### config.mk
export PLATFORM = sky130hd
export DESIGN_NAME = lut_neuron_array_stream
export DESIGN_NICKNAME = d
export VERILOG_FILES = /design/src/rtl/lut_neuron_array_stream.sv
export SDC_FILE = /design/constraint.sdc
export NUM_CORES = 2
export LEC_CHECK = 0
export CAP_MARGIN = 30
export CORE_MARGIN = 2
export CORE_UTILIZATION = 40
export CTS_BUF_LIST = sky130_fd_sc_hd__clkbuf_4
export DETAILED_ROUTE_END_ITERATION = 7
export HOLD_SLACK_MARGIN = 0.06
export RECOVER_POWER = 25
export SYNTH_ARGS = -nofsm -noshare
export SYNTH_HDL_FRONTEND = slang
export SYNTH_SLANG_ARGS = --single-unit
### constraint.sdc
create_clock -name clk -period 2.2 [get_ports clk]
set_input_delay 0.44 -clock clk [delete_from_list [all_inputs] [get_ports clk]]
set_output_delay 0.44 -clock clk [all_outputs]
set_load 0.01 [all_outputs]
### src/rtl/lut_neuron_array_stream.sv
// lut_neuron_array_stream: array of runtime-loadable truth-table neurons on a
// valid/ready stream. Neuron k maps s_data slice k through its own table to
// m_data slice k. A config port rewrites table entries in place.
// Optional feature macro: LUT_READBACK_EN adds the cfg_re/cfg_rvalid/cfg_rdata
// table readback port.
module lut_neuron_array_stream #(
  parameter int N_NEURONS   = 4,
  parameter int IN_BITS     = 8,
  parameter int OUT_BITS    = 1,
  parameter int PIPE_STAGES = 1,
  localparam int SEL_W      = (N_NEURONS > 1) ? $clog2(N_NEURONS) : 1
) (
  input  logic                          clk,
  input  logic                          rst,
  input  logic                          s_valid,
  output logic                          s_ready,
  input  logic [N_NEURONS*IN_BITS-1:0]  s_data,
  output logic                          m_valid,
  input  logic                          m_ready,
  output logic [N_NEURONS*OUT_BITS-1:0] m_data,
  input  logic                          cfg_we,
  input  logic [SEL_W-1:0]              cfg_sel,
  input  logic [IN_BITS-1:0]            cfg_addr,
  input  logic [OUT_BITS-1:0]           cfg_wdata,
`ifdef LUT_READBACK_EN
  input  logic                          cfg_re,
  output logic                          cfg_rvalid,
  output logic [OUT_BITS-1:0]           cfg_rdata,
`endif
  output logic                          cfg_err
);

  localparam int DEPTH = 1 << IN_BITS;

  if (PIPE_STAGES != 1 && PIPE_STAGES != 2) begin : g_bad_pipe
    $error("lut_neuron_array_stream: PIPE_STAGES must be 1 or 2");
  end

  // Out-of-range select detection; impossible when SEL_W exactly covers N_NEURONS.
  logic sel_oob;
  if ((1 << SEL_W) > N_NEURONS) begin : g_oob
    assign sel_oob = (cfg_sel >= SEL_W'(N_NEURONS));
  end else begin : g_no_oob
    assign sel_oob = 1'b0;
  end

  logic [N_NEURONS*IN_BITS-1:0]  lk_in;
  logic                          lk_valid;
  logic [N_NEURONS*OUT_BITS-1:0] lk_data;
`ifdef LUT_READBACK_EN
  logic [OUT_BITS-1:0]           rd_word [N_NEURONS];
`endif

  for (genvar k = 0; k < N_NEURONS; k++) begin : g_neuron
    logic [OUT_BITS-1:0] tbl_q [DEPTH];

    // Table write port; deliberately outside rst so loaded models survive reset.
    always_ff @(posedge clk) begin
      if (cfg_we && cfg_sel == SEL_W'(k)) tbl_q[cfg_addr] <= cfg_wdata;
    end

    // Asynchronous read gives read-before-write against a same-cycle update.
    assign lk_data[k*OUT_BITS +: OUT_BITS] = tbl_q[lk_in[k*IN_BITS +: IN_BITS]];
`ifdef LUT_READBACK_EN
    assign rd_word[k] = tbl_q[cfg_addr];
`endif
  end

  logic                          m_valid_q, m_valid_d;
  logic [N_NEURONS*OUT_BITS-1:0] m_data_q, m_data_d;
  logic                          cfg_err_q, cfg_err_d;
  logic                          adv_out;

  assign adv_out = !m_valid_q || m_ready;

  if (PIPE_STAGES == 2) begin : g_in_reg
    logic                         v_in_q, v_in_d;
    logic [N_NEURONS*IN_BITS-1:0] d_in_q, d_in_d;
    logic                         adv_in;

    assign adv_in = !v_in_q || adv_out;

    // Input stage refills whenever it is empty or drains into the output stage.
    always_comb begin
      v_in_d = v_in_q;
      d_in_d = d_in_q;
      if (adv_in) begin
        v_in_d = s_valid;
        if (s_valid) d_in_d = s_data;
      end
    end

    // Input stage register.
    always_ff @(posedge clk) begin
      if (rst) begin
        v_in_q <= 1'b0;
        d_in_q <= '0;
      end else begin
        v_in_q <= v_in_d;
        d_in_q <= d_in_d;
      end
    end

    assign s_ready  = adv_in;
    assign lk_in    = d_in_q;
    assign lk_valid = v_in_q;
  end else begin : g_no_in_reg
    assign s_ready  = adv_out;
    assign lk_in    = s_data;
    assign lk_valid = s_valid;
  end

  // Output stage loads the table lookup whenever it can advance.
  always_comb begin
    m_valid_d = m_valid_q;
    m_data_d  = m_data_q;
    if (adv_out) begin
      m_valid_d = lk_valid;
      if (lk_valid) m_data_d = lk_data;
    end
  end

`ifdef LUT_READBACK_EN
  logic                cfg_rvalid_q, cfg_rvalid_d;
  logic [OUT_BITS-1:0] cfg_rdata_q, cfg_rdata_d;
  logic [OUT_BITS-1:0] rd_sel;

  // Readback mux; a select matching no neuron returns zero.
  always_comb begin
    rd_sel = '0;
    for (int unsigned i = 0; i < N_NEURONS; i++) begin
      if (cfg_sel == SEL_W'(i)) rd_sel = rd_word[i];
    end
  end

  // Readback response: one-cycle valid pulse, data held until the next read.
  always_comb begin
    cfg_rvalid_d = cfg_re;
    cfg_rdata_d  = cfg_rdata_q;
    if (cfg_re) cfg_rdata_d = rd_sel;
  end

  // Readback response register.
  always_ff @(posedge clk) begin
    if (rst) begin
      cfg_rvalid_q <= 1'b0;
      cfg_rdata_q  <= '0;
    end else begin
      cfg_rvalid_q <= cfg_rvalid_d;
      cfg_rdata_q  <= cfg_rdata_d;
    end
  end

  assign cfg_rvalid = cfg_rvalid_q;
  assign cfg_rdata  = cfg_rdata_q;

  // Config error flags any out-of-range access, write or read.
  always_comb begin
    cfg_err_d = sel_oob && (cfg_we || cfg_re);
  end
`else
  // Config error flags an out-of-range write.
  always_comb begin
    cfg_err_d = sel_oob && cfg_we;
  end
`endif

  // Output stage and error pulse registers.
  always_ff @(posedge clk) begin
    if (rst) begin
      m_valid_q <= 1'b0;
      m_data_q  <= '0;
      cfg_err_q <= 1'b0;
    end else begin
      m_valid_q <= m_valid_d;
      m_data_q  <= m_data_d;
      cfg_err_q <= cfg_err_d;
    end
  end

  assign m_valid = m_valid_q;
  assign m_data  = m_data_q;
  assign cfg_err = cfg_err_q;

endmodule

[Yosys cells after proc, flatten, opt, wreduce, memory -nomap -nowiden]
Memories as Yosys holds them, arrays and structs flattened. A register that Yosys moved wholly into a read port is not among the register bits.
Cells that the tools add are included.
Storage, ports and cells
  input bits: 48
  output and inout bits: 7
  register bits: 1
  RAM bits: 1024
  memories: 4
Memory list
  g_neuron[0].tbl_q: words 256, bits a word 1, read ports 1, clocked after memory_dff 1, wr ports 1, line 55  | logic [OUT_BITS-1:0] tbl_q [DEPTH];
  g_neuron[1].tbl_q: words 256, bits a word 1, read ports 1, clocked after memory_dff 1, wr ports 1, line 55
  g_neuron[2].tbl_q: words 256, bits a word 1, read ports 1, clocked after memory_dff 1, wr ports 1, line 55
  g_neuron[3].tbl_q: words 256, bits a word 1, read ports 1, clocked after memory_dff 1, wr ports 1, line 55
Operators by class
  reduce and logical (&&, ||, !) cells: 8
  muxes and demuxes: 8
  eq/ne operators: 3
Operators by type and width (number)
  2-to-1 mux 1 bit: 8
  == test 2 bit (second input constant): 2
  logical AND 1 bit: 4
  == test 2 x 1 -> 1 bit (second input constant): 1
  zero test 2 bit: 1
  AND reduction 2 bit: 1
  zero test 1 bit: 1
  logical OR 1 bit: 1

[Logic depth before layout (Yosys ltp)]
  depth after elaboration: 4
  depth in mapped cells: 11
  depth with buffers taken out: 6

[Worst setup path before layout]
OpenSTA, ideal clock, no wires.
  path type: in2reg
  start point: input s_data[0]
  end point: register m_data_q[0], in the netlist m_data[0] (read register of g_neuron[0].tbl_q)
  setup slack: -80 ps
  stages: 10
  buffers on the path: 4
  data arrival time: 2151 ps
  required time: 2071 ps
  path through: buf_4 -> buf_6 -> buf_6 -> buf_6 -> mux2i_1 -> o22ai_1 -> a2111oi_0 -> o31ai_1 -> o211ai_1 -> o211ai_1
RTL lines
  start: declaration: line 17  | input logic [N_NEURONS*IN_BITS-1:0] s_data,
  end: declaration: line 70  | logic [N_NEURONS*OUT_BITS-1:0] m_data_q, m_data_d;

[Worst setup path in the final report]
  start point: input cfg_wdata
  end point: memory g_neuron[1].tbl_q[186], data pin
RTL lines
  start: declaration: line 24  | input logic [OUT_BITS-1:0] cfg_wdata,
  end: declaration: line 55
No word-level cell before the write port.

==> impl_results.md <==
- Run status: complete, but fails checks
- Failing checks: max-capacitance violations, max-slew violations, negative setup slack
- Floorplan die area: 0.117 mm^2
- Mapped Nets: 3355
- RSZ-0062 raised after global routing: yes
- Post-synth EDFFs: 1024
- Latest clock arrival within the worst-skew pair: 1.14 ns
- Hold Path End: m_data[2]
- Footprint of the multi-input gates: 0.0137 mm^2
- Buffer levels on the longest clock path: 4
- Endpoint of the worst-slack reg-to-reg timing path: m_data[2]
- Fraction of the yosys area taken by sequential cells: 67.7%
- Fraction of layout cells with a size suffix above 1: 27.2%
- Data arrival, critical path: 3.03 ns
- CTS root buf: sky130_fd_sc_hd__clkbuf_4
- Peak supply drop: 0.559 mV
- Clock sink count: 1029
- Post-route standard cell area excluding fillers: 0.0548 mm^2
- Leakage: 17.6 nW
- Area of all sequential standard cells: 0.0309 mm^2
- Async set or reset register ratio after synthesis: 0%
- Crit path kind: primary input to register
- Final routed DRC violation total: 0
- Placed cell areas: 0.0513 mm^2
- WP data required: 3.00 ns
- Sort of element at the start of the critical path: primary input
- Synth area leader: sky130_fd_sc_hd__edfxtp_1
- MaxCap Viol Count: 1
- Series of cell instances along the critical path: dlygate4sd3_1 > dlymetal6s2s_1 > buf_8
- Power consumption: 41.6 mW
- Headroom to the max-slew limit: -29.9%
- Fin. max-slew vios: 24
- Die Width: 341 um
- Crit Path Max Fanout: 105
- Hold Path Class: primary input to register
- Synth top area cells: sky130_fd_sc_hd__edfxtp_1, sky130_fd_sc_hd__nor2_1, sky130_fd_sc_hd__mux4_2
- Worst hold path depth: 4
- Maximum operating frequency: 0.447 GHz
- Count of pins on the block boundary: 55
- Number of endpoints with negative hold slack in the final report: 0
- Effective utilization at floorplan: 40.4%
- Final ANT Viol Nets: 0
- Number of port buffers: 53
- Synth Warn #: 0
- Most common library cell in the layout ignoring fill and taps: sky130_fd_sc_hd__nor2_1
- Die Span Y: 341 um
- Fillers: 10000
- Dominant delay contributor by cell family on the critical path: buffers and inverters
- Area share of the leading cell type in the synthesized netlist: 67.5%
- Row cnt: 123
- CORE AREA: 0.113 mm^2
- WL per Instance: 26.1 um
- Total Nets Final: 3865
- Critical path's slowest cell: sky130_fd_sc_hd__dlymetal6s2s_1
- Routability congestion estimate: 0.940
- Number of antenna violations at the first check in global routing: 3
- Worst clock skew on the final layout: 0.0593 ns
- TritonCTS clock tree: done
- Most used flip-flop cell after synthesis: sky130_fd_sc_hd__edfxtp_1
- Instance count of the mapped netlist: 3307
- Actual transition at the worst max-transition pin: 1.94 ns
- Vias after detailed routing: 31100
- H-tree level count: 5
- Synthesized area: 0.0455 mm^2
- Unique masters post-synth: 65
- Worst-case setup margin in the final layout: -0.0359 ns
- Routed Wire Length: 143000 um
- Reg2reg start: g_neuron[2].tbl_q[226]
- Worst path bufs/invs: 3
- Setup slack of the most critical reg-to-reg path: 0.04 ns
- Placed wire-length estimate after detailed placement: 99300 um
- Flip-flop and latch count after synthesis: 1029
- Num CTS Buffers: 290
- Maximum number of pins on one net before global-route repair: 123
- DR vias/cell: 5.66
- Slowest cell delay on critical path: 1.41 ns
- Vias in the first global route: 31000
- Total iterations of the first detailed-routing run: 7
- Mean cell area of the mapped netlist: 13.8 um^2
- Type of element capturing the critical path: register
- Critical hold path startpoint: s_data[23]
- Total power density per cell area: 760 mW/mm^2
- Period utilisation layout: 102%
- Wire length of the first global-routing pass: 208000 um
- First DRT Iteration DRCs: 4108
- Synth-to-layout area growth: 20.3%
- Number of endpoints failing setup at the final stage: 48
- Commonest cells after routing, fill and taps aside: sky130_fd_sc_hd__nor2_1, sky130_fd_sc_hd__edfxtp_1, sky130_fd_sc_hd__clkbuf_4, sky130_fd_sc_hd__nand2_1, sky130_fd_sc_hd__buf_4
- Worst r2r path cells: 6
- Total GRT Usage: 24.7%
- Remaining global-route overflow: 0
- Clock edge transition at the registers on the reported setup and hold paths: 0.06 ns
- Final worst path period need: 2.24 ns
## state kept, by name, summed over array words and instances, names as in the netlist
signal,cells
m_valid,1
m_data,4
g_neuron.tbl_q,1024
## where the power goes
| group | total [mW] | internal (mW) | switching, mW |
|---|---|---|---|
| Combinational | 3.35 | 1.32 | 2.02 |
| Clock | 16.7 | 8.85 | 7.85 |
| Sequential | 21.6 | 21.6 | 0.0256 |
| Total | 41.6 | 31.7 | 9.90 |
## how the worst max path moves through the flow
stage | slack (ns) | cells past startpoint | start | to
2_1_floorplan | -0.02 | 9 | s_data[0] | m_data[0]
3_3_place_gp | -0.88 | 9 | s_data[12] | m_data[1]
3_5_place_dp | -0.79 | 9 | s_data[12] | m_data[1]
4_1_cts | -0.12 | 3 | m_valid | s_ready
5_1_grt | -0.10 | 3 | m_valid | s_ready
6_report | -0.04 | 3 | cfg_wdata | g_neuron[1].tbl_q[186]
## worst register-to-register path, delay by kind of cell, from the launching register on
kind / cells / cell delay, ns
simple gates: 1 / 0.59
flops: 1 / 0.32
compound gates: 3 / 0.64
mux: 2 / 0.50
## cell type report
class	instances	area share (%)
Clock inverter	62	0.578
Sequential cell	1029	56.3
Antenna cell	4	0.0183
Timing Repair Buffer	456	9.02
Inverter	13	0.0890
Multi-Input combinational cell	2027	24.9
Clock buffer	410	5.62
Tap cell	1500	3.42
## repair_timing
action / 4_1_cts / 5_1_grt
resized for setup: 38 / 22
setup buffers: 2 / 0
setup endpoints to repair: 7 / 6
pin swaps: 0 / 9
gates cloned: 0 / 0
hold buffers: 3 / 0
hold endpoints to repair: 1004 / 0
## per-stage QoR
stage	setup TNS, ns	worst slack, ns	std cells	hold slack [ns]	util (%)
6_report	-0.905	-0.0359	5501	0.210	48.7
3_5_place_dp	-121.39	-0.791	5021	0.604	45.6
3_3_place_gp	-106.02	-0.876	5020	0.612	45.6
5_1_grt	-8.13	-0.102	5499	0.170	48.7
4_1_cts	-0.186	-0.117	5498	0.138	48.6
2_1_floorplan	-0.0221	-0.0221	3307	0.499	-
## cell families (layout without fill, tap and decap cells)
kind of cell	after synthesis	in the layout	synth area share (%)
muxes	330	330	13.4
other	1	5	0.00823
buffers and inverters	251	941	2.72
and+or+nand+nor	1514	1514	13.1
AOI/OAI and AO/OA	182	182	2.97
DFF	1029	1029	67.7
## synth_stat cells (4+ instances only)
master and n:
sky130_fd_sc_hd__a2111oi_0 4, sky130_fd_sc_hd__a211oi_1 7, sky130_fd_sc_hd__a21oi_1 22, sky130_fd_sc_hd__a221oi_1 8, sky130_fd_sc_hd__a22oi_1 22, sky130_fd_sc_hd__a311o_1 4
sky130_fd_sc_hd__a31oi_1 12, sky130_fd_sc_hd__and2_1 6, sky130_fd_sc_hd__and3_1 8, sky130_fd_sc_hd__buf_1 17, sky130_fd_sc_hd__buf_2 20, sky130_fd_sc_hd__buf_4 17
sky130_fd_sc_hd__buf_6 18, sky130_fd_sc_hd__clkbuf_1 161, sky130_fd_sc_hd__dfxtp_1 5, sky130_fd_sc_hd__edfxtp_1 1024, sky130_fd_sc_hd__inv_1 10, sky130_fd_sc_hd__mux2_2 20
sky130_fd_sc_hd__mux2i_1 97, sky130_fd_sc_hd__mux4_1 37, sky130_fd_sc_hd__mux4_2 175, sky130_fd_sc_hd__nand2_1 308, sky130_fd_sc_hd__nand2b_1 23, sky130_fd_sc_hd__nand3_1 25
sky130_fd_sc_hd__nand3b_1 6, sky130_fd_sc_hd__nand4_1 4, sky130_fd_sc_hd__nor2_1 1071, sky130_fd_sc_hd__nor2b_1 12, sky130_fd_sc_hd__nor3_1 26, sky130_fd_sc_hd__nor4_1 8
sky130_fd_sc_hd__o211ai_1 9, sky130_fd_sc_hd__o21ai_0 8, sky130_fd_sc_hd__o221ai_1 32, sky130_fd_sc_hd__o22ai_1 26, sky130_fd_sc_hd__or2_2 4
## layer usage
layer	part of all wire [%]	routed length (um)	global-route usage, %	vias up
met1	39	55600	32.3	15700
met3	9.7	13800	5.45	274
li1	-	-	-	13400
met2	47	68100	39.6	1698
met5	0	0	0	-
met4	4.1	5850	11.1	0
Power figures use the tool's default switching activity.
